File: config.mk
export PLATFORM = sky130hd
export DESIGN_NAME = dc_vlc_sequencer
export DESIGN_NICKNAME = d
export VERILOG_FILES = /design/src/rtl/prores_enc_pkg.sv /design/src/rtl/dc_vlc_sequencer.sv
export SDC_FILE = /design/constraint.sdc
export NUM_CORES = 1
export LEC_CHECK = 0
export CORE_ASPECT_RATIO = 0.9
export CORE_MARGIN = 8
export CORE_UTILIZATION = 40
export CTS_CLUSTER_SIZE = 12
export DETAILED_ROUTE_END_ITERATION = 8
export GPL_TIMING_DRIVEN = 0
export HOLD_SLACK_MARGIN = 0.05
export PLACE_DENSITY = 0.85
export SLEW_MARGIN = 20
export SYNTH_ARGS = -nofsm -noshare
export SYNTH_HDL_FRONTEND = slang
export SYNTH_SLANG_ARGS = --single-unit
File: constraint.sdc
create_clock -name clock -period 3.58 [get_ports clock]
set_input_delay 0.716 -clock clock [delete_from_list [all_inputs] [get_ports clock]]
set_output_delay 0.716 -clock clock [all_outputs]
set_load 0.03 [all_outputs]
File: src/rtl/prores_enc_pkg.sv
// Shared constants and FSM state type for the ProRes encoder DC/VLC path.
package prores_enc_pkg;

    localparam int unsigned MAX_BLOCK_NUM    = 32;
    localparam int unsigned PIXELS_PER_BLOCK = 64;

    typedef enum logic [2:0] {
        ST_IDLE = 3'd0,
        ST_RD   = 3'd1,
        ST_WT   = 3'd2,
        ST_OUT  = 3'd3,
        ST_DONE = 3'd4
    } state_e;

endpackage

File: src/rtl/dc_vlc_sequencer.sv
// Walks the DC word of each block in a slice out of coefficient memory to the VLC encoder.
// Optional feature: define DC_DELTA_EN to emit DC deltas instead of raw DC values.
module dc_vlc_sequencer #(
    parameter int unsigned MAX_BLOCK_NUM    = prores_enc_pkg::MAX_BLOCK_NUM,
    parameter int unsigned PIXELS_PER_BLOCK = prores_enc_pkg::PIXELS_PER_BLOCK
) (
    input  logic        clock,
    input  logic        reset,
    input  logic        start,
    input  logic [31:0] block_num,
    output logic        busy,
    output logic        done,
    output logic        mem_rd,
    output logic [10:0] mem_addr,
    input  logic [31:0] mem_rdata,
    output logic        dc_valid,
    input  logic        dc_ready,
    output logic [31:0] dc_data,
    output logic [4:0]  dc_index,
    output logic        dc_first
);

    localparam int unsigned CNT_W = $clog2(MAX_BLOCK_NUM + 1);

    prores_enc_pkg::state_e state_q, state_d;
    logic [CNT_W-1:0] idx_q, idx_d;
    logic [CNT_W-1:0] count_q, count_d;
    logic             busy_q, busy_d;
    logic             done_q, done_d;
    logic             mem_rd_q, mem_rd_d;
    logic [10:0]      mem_addr_q, mem_addr_d;
    logic             dc_valid_q, dc_valid_d;
    logic [31:0]      dc_data_q, dc_data_d;
    logic [4:0]       dc_index_q, dc_index_d;
    logic             dc_first_q, dc_first_d;
`ifdef DC_DELTA_EN
    logic [31:0]      prev_dc_q, prev_dc_d;
`endif

    // Outputs are registered from the next state so they line up with the state they describe.
    always_comb begin
        state_d    = state_q;
        idx_d      = idx_q;
        count_d    = count_q;
        mem_addr_d = mem_addr_q;
        dc_data_d  = dc_data_q;
        dc_index_d = dc_index_q;
        dc_first_d = dc_first_q;
`ifdef DC_DELTA_EN
        prev_dc_d  = prev_dc_q;
`endif
        case (state_q)
            prores_enc_pkg::ST_IDLE: begin
                if (start) begin
                    if (block_num > 32'(MAX_BLOCK_NUM)) begin
                        count_d = CNT_W'(MAX_BLOCK_NUM);
                    end else begin
                        count_d = CNT_W'(block_num);
                    end
                    idx_d   = '0;
                    state_d = (count_d == '0) ? prores_enc_pkg::ST_DONE : prores_enc_pkg::ST_RD;
                end
            end
            prores_enc_pkg::ST_RD: begin
                state_d = prores_enc_pkg::ST_WT;
            end
            prores_enc_pkg::ST_WT: begin
`ifdef DC_DELTA_EN
                dc_data_d = (idx_q == '0) ? mem_rdata : mem_rdata - prev_dc_q;
                prev_dc_d = mem_rdata;
`else
                dc_data_d = mem_rdata;
`endif
                dc_index_d = 5'(idx_q);
                dc_first_d = (idx_q == '0);
                state_d    = prores_enc_pkg::ST_OUT;
            end
            prores_enc_pkg::ST_OUT: begin
                if (dc_ready) begin
                    if ((idx_q + CNT_W'(1)) < count_q) begin
                        idx_d   = idx_q + CNT_W'(1);
                        state_d = prores_enc_pkg::ST_RD;
                    end else begin
                        state_d = prores_enc_pkg::ST_DONE;
                    end
                end
            end
            prores_enc_pkg::ST_DONE: begin
                state_d = prores_enc_pkg::ST_IDLE;
            end
            default: begin
                state_d = prores_enc_pkg::ST_IDLE;
            end
        endcase

        mem_rd_d   = (state_d == prores_enc_pkg::ST_RD);
        busy_d     = (state_d != prores_enc_pkg::ST_IDLE);
        done_d     = (state_d == prores_enc_pkg::ST_DONE);
        dc_valid_d = (state_d == prores_enc_pkg::ST_OUT);
        if (state_d == prores_enc_pkg::ST_RD) begin
            mem_addr_d = 11'(idx_d * PIXELS_PER_BLOCK);
        end
    end

    always_ff @(posedge clock) begin
        if (reset) begin
            state_q    <= prores_enc_pkg::ST_IDLE;
            idx_q      <= '0;
            count_q    <= '0;
            busy_q     <= 1'b0;
            done_q     <= 1'b0;
            mem_rd_q   <= 1'b0;
            mem_addr_q <= '0;
            dc_valid_q <= 1'b0;
            dc_data_q  <= '0;
            dc_index_q <= '0;
            dc_first_q <= 1'b0;
`ifdef DC_DELTA_EN
            prev_dc_q  <= '0;
`endif
        end else begin
            state_q    <= state_d;
            idx_q      <= idx_d;
            count_q    <= count_d;
            busy_q     <= busy_d;
            done_q     <= done_d;
            mem_rd_q   <= mem_rd_d;
            mem_addr_q <= mem_addr_d;
            dc_valid_q <= dc_valid_d;
            dc_data_q  <= dc_data_d;
            dc_index_q <= dc_index_d;
            dc_first_q <= dc_first_d;
`ifdef DC_DELTA_EN
            prev_dc_q  <= prev_dc_d;
`endif
        end
    end

    assign busy     = busy_q;
    assign done     = done_q;
    assign mem_rd   = mem_rd_q;
    assign mem_addr = mem_addr_q;
    assign dc_valid = dc_valid_q;
    assign dc_data  = dc_data_q;
    assign dc_index = dc_index_q;
    assign dc_first = dc_first_q;

endmodule

==> Word-level counts from Yosys, hierarchy flattened <==
Cells that the tools add are included.
{ "word_totals": {"out_inout_bits": 53, "elab_cells": 43, "reg_bits": 62, "n_memories": 0, "ramBits": 0, "latchBits": 0, "mem_bits_ro": 0} }
{ "classes": {"n_div": 0, "eq_ne": 9, "shift": 0, "n_mux": 12, "n_lt_le_gt_ge": 2, "n_addsub": 1, "reduce_logical": 7, "n_bitwise": 0, "multipliers": 0} }
{ "ops": {"columns": ["operator", "n"], "rows": [
  ["two-way mux 6 bit", 6],
  ["greater-than comparator 32 x 6 -> 1 bit (second input constant)", 1],
  ["zero test 6 bit", 2],
  ["two-way mux 3 bit", 4],
  ["case mux 3 bit (4 select lines)", 1],
  ["case mux 6 bit (2 select lines)", 1],
  ["equality test 3 x 2 -> 1 bit (second input constant)", 3],
  ["adder 6 x 1 -> 6 bit (second input constant)", 1],
  ["equality test 3 x 1 -> 1 bit (second input constant)", 2],
  ["less-than comparator 6 bit", 1],
  ["!= test 2 bit (second input constant)", 3],
  ["AND reduction 4 bit", 1],
  ["equality test 3 bit (second input constant)", 1],
  ["zero test 3 bit", 1],
  ["nonzero test 3 bit", 1],
  ["AND reduction 2 bit", 1],
  ["nonzero test 2 bit", 1]
]} }

==> Logic depth before layout (Yosys ltp) <==
{ "logic_depth": {"word_depth": 9, "ltp_mapped": 11, "mapped_depth_nobuf": 10} }

==> Least setup slack after synthesis <==
No wires, ideal clock.
{ "synth_timing": {"path_type": "reg2reg", "start": "reg idx_q[2]", "end": "reg mem_addr_q[10] (netlist: mem_addr[10])", "path_slack_ns": 0.844, "path_stages_with_launch": 12, "path_buffers": 1, "arrival_ns": 2.613, "path_cell_list": "dfxtp_1 -> clkbuf_1 -> nand3_1 -> nor2_1 -> xor2_1 -> ha_1 -> and3_4 -> a221oi_4 -> nand2_1 -> a2bb2oi_2 -> nand3_2 -> mux2_1"} }
{ "synth_between": {"elab_chain_len": 6} }
{ "synth_rtl": {"columns": ["element", "line_no", "source"], "rows": [
  ["start: declaration", "dc_vlc_sequencer.sv:26", "logic [CNT_W-1:0] idx_q, idx_d;"],
  ["start signal: assignment", "dc_vlc_sequencer.sv:123", "idx_q <= idx_d;"],
  ["adder 6 x 1 -> 6 bit *", "dc_vlc_sequencer.sv:80, dc_vlc_sequencer.sv:81", null],
  ["less-than comparator 6 bit", "dc_vlc_sequencer.sv:80", "if ((idx_q + CNT_W'(1)) < count_q) begin"],
  ["two-way mux 3 bit", "dc_vlc_sequencer.sv:80", null],
  ["two-way mux 3 bit", "dc_vlc_sequencer.sv:79", "if (dc_ready) begin"],
  ["case mux 3 bit (4 select lines)", "dc_vlc_sequencer.sv:52", "case (state_q)"],
  ["equality test 3 x 1 -> 1 bit", "dc_vlc_sequencer.sv:100", "if (state_d == prores_enc_pkg::ST_RD) begin"],
  ["end signal: assignment", "dc_vlc_sequencer.sv:128", "mem_addr_q <= mem_addr_d;"],
  ["end: declaration", "dc_vlc_sequencer.sv:31", "logic [10:0] mem_addr_q, mem_addr_d;"]
]} }
Mark *: on every way between the ends. The rest lies on a longest branch, timed or not. The select of a mux whose other input is x is not followed.
A chain may end at the register's enable or synchronous reset.

==> Worst setup path in the final report <==
{ "layout_timing": {"start": "reg idx_q[2]", "end": "reg mem_addr_q[6] (netlist: mem_addr[6])"} }
{ "layout_between": {"elab_chain_len": 6} }
{ "layout_rtl": {"columns": ["element", "line_no"], "rows": [
  ["adder 6 x 1 -> 6 bit *", "dc_vlc_sequencer.sv:80"],
  ["less-than comparator 6 bit *", "dc_vlc_sequencer.sv:80"],
  ["two-way mux 3 bit", "dc_vlc_sequencer.sv:80"],
  ["two-way mux 3 bit", "dc_vlc_sequencer.sv:79"],
  ["case mux 3 bit (4 select lines)", "dc_vlc_sequencer.sv:52"],
  ["equality test 3 x 1 -> 1 bit", "dc_vlc_sequencer.sv:100"]
]} }
Marks and branches as above.

==> results.md <==
- Status: finished clean
- Cell with the most instances after synthesis: nand2_1
- Worst setup margin: 460 ps
- FF+latch count, synth: slightly above 60
- Clock buffer depth: 2
- Largest net degree at the start of global routing: 11
- Clock transition at path regs: roughly 60 ps
- Final Max Slew Viols: 0
- All-Layer GR Usage: roughly 16%
- Most used DFF post-synth: dfxtp_1
- # clock sinks: 62
- Register area: about 1200 um^2
- Vias in the first global route: 2554
- Antenna Cells: 0
- Hold Buf Count CTS: 0
- Final Cycle Share: 87.2%
- Die Span Y: ~90 um
- Setup CP Type: flip-flop to flip-flop
- Slew @ Worst Pin: between 600 and 700 ps
- Layout area overhead: 55.6%
- Max-cap violation count: 0
- Cell family with most CP delay: simple AND/OR/NAND/NOR gates
- CTS tree: done
- WL/cell: approximately 14 um
- Post-synthesis sequential area ratio: 47.7%
- FILL cells: between 500 and 600
- Syn. warnings: 0
- Yosys cell types: between 40 and 50
- Max stage delay on crit path: 410 ps
- Buffers & Inverters on Critical Path: 1
- Relative slew slack: roughly 60%
- First-pass GRT wire length: 12.0 mm
- Post-CTS sizing: 0
- Die Wd: 101 um
- Num CTS Buffers: 9
- Synthesized instance count: 309
- Yosys top cell area share: 47.7%
- WP data required: 3800 ps
- Worst Hold Class: flip-flop to flip-flop
- Antenna violations before repair: 0
- Setup repair bufs after CTS: 0
- TritonRoute pass-1 iters: 4
- Fin crit period: 3120 ps
- Final setup fails: 0
- CTS root buf: clkbuf_8
- Layout cells sized above 1: 7.24%
- Post-synth EDFFs: 0
- Die area: 9340 um^2
- Leak: 0.00148 uW
- # IOs: 121
- Final Total Pwr: 1620 uW
- VDD IR-drop max: roughly 0.33 mV
- CP max FO: 7
- Initial Util: 40.3%
- CP startpoint kind: flip-flop
- Placed inst area: 3870 um^2
- Multi-input gate area in the final layout: 1230 um^2
- Via density: 4.79
- Avg Inst Size Synth: approximately 8.4 um^2
- Port Buf Inserts: roughly 110
- Setup crit end kind: flip-flop
- Htree depth: 3
- Synth top area cells: dfxtp_1 48%, nand2_1 12%, a21oi_1 8.3%
- Area leader, netlist: dfxtp_1
- Final wirelength: 7.52 mm
- RSZ-0062 raised after global routing: no
- Async set-reset flop share out of synthesis: 0%
- Hold Violations, Final: 0
- Core Region: roughly 6400 um^2
- Antenna Nets Post-Route: 0
- CP Cell Sequence: clkbuf_1 -> nand3_1 -> nor2_1 -> xor2_1 -> ha_1 -> and3_4 -> a221oi_4 -> nand2_1 -> a2bb2oi_2 -> nand3_2 -> mux2_1
- Worst skew pair latency: 330 ps
- Post-DP HPWL: 5.90 mm
- Grt total ovfl: 0
- 1st-iter DRT viols: 77
- Fin Clk Skew: 3.54 ps
- Cell Pwr Density: about 400 nW/um^2
- RePlAce Congestion: slightly above 0.8
- Post-place setup slack: between 500 and 600 ps
- Site row count: 28
- Critical path's slowest cell: a221oi_4
- Aggregate negative setup slack: 0 ps
- Layout net count: 514
- Fin area: 4050 um^2
- CP arrival: 3340 ps
- Fmax: 0.320 GHz
- Synthesized area: 2600 um^2
- Number of remaining DRC errors: 0
- Synth cell count leaders: 81 x nand2_1, 62 x dfxtp_1, 43 x a21oi_1
- Vias: around 2.5k
==> routing by layer <==
metal,track usage (%),wire length [um]
met3,8.17,677
met2,27.9,3810
met4,4.71,113
met5,0,0
met1,17.3,2920
==> stage by stage <==
step	cells	util, %	hold slack [ps]
finish	532	62.8	452
global placement	518	60.1	441
CTS	532	62.8	454
floorplan	314	-	446
global route	532	62.8	466
detailed placement	518	60.1	448
==> cell usage in the layout, fill, tap and decap left out, types with 4 or more instances in the layout <==
cell	netlist	final
a21oi_1	43	43
a22oi_1	5	5
buf_1	6	6
buf_4	6	6
clkbuf_1	10	11
clkbuf_8	0	12
clkdlybuf4s50_1	0	114
conb_1	1	6
dfxtp_1	62	62
ha_1	7	7
inv_1	10	10
mux2_1	4	4
nand2_1	81	81
nand3_1	9	9
nand4_1	4	4
nor2_1	19	19
nor2b_1	5	5
nor4_1	7	7
==> path summary, 6_finish.rpt <==
check                                 start           to  slack, ps  depth (start not counted)
worst max-delay path               idx_q[2]  mem_addr[6]        460                         11
worst min-delay path            dc_data[16]  dc_data[16]        450                          2
worst max register to register     idx_q[2]  mem_addr[6]        460                         11
worst min register to register  dc_data[16]  dc_data[16]        450                          2
==> power breakdown <==
group          total [uW]  internal [uW]  leakage [uW]  switching [uW]
Clock                 547            299     0.0000914             247
Combinational         338            156      0.000884             182
Sequential            739            723      0.000503            15.7
Total                1620           1180       0.00148             445
==> cells by family after synthesis <==
| family | share of synthesized area, % |
|---|---|
| buffers and inverters | 5.49 |
| xor gates and xnor gates | 1.35 |
| and+or+nand+nor | 23.8 |
| muxes | 2.69 |
| adders and majority gates | 3.37 |
| other | 0.144 |
| DFF | 47.7 |
| AOI/OAI and AO/OA | 15.4 |
==> state kept, by name, summed over array words and instances, names as in the netlist <==
| signal | cells |
|---|---|
| dc_valid | 1 |
| mem_rd | 1 |
| count_q | 6 |
| dc_index | 5 |
| done | 1 |
| dc_first | 1 |
| idx_q | 6 |
| dc_data | 32 |
| busy | 1 |
| mem_addr | 5 |
| state_q | 3 |
==> area by class of cell <==
cell class,instances,area share (%)
buffer,22,2.60
clock buffer,13,4.17
clock inverter,1,0.124
inverter,10,0.928
multi-input combinational,220,30.5
sequential,62,30.7
tap,90,2.78
timing repair buffer,114,28.2
==> worst register-to-register path, cell delays in order, from the launching register on <==
cell       delay [ps]
dfxtp_1           310
clkbuf_1          300
nand3_1           170
nor2_1            150
xor2_1            220
ha_1              310
and3_4            210
a221oi_4          410
nand2_1           120
a2bb2oi_2         270
nand3_2           190
mux2_1            360
Note: power is estimated with default switching activity, not from simulation.
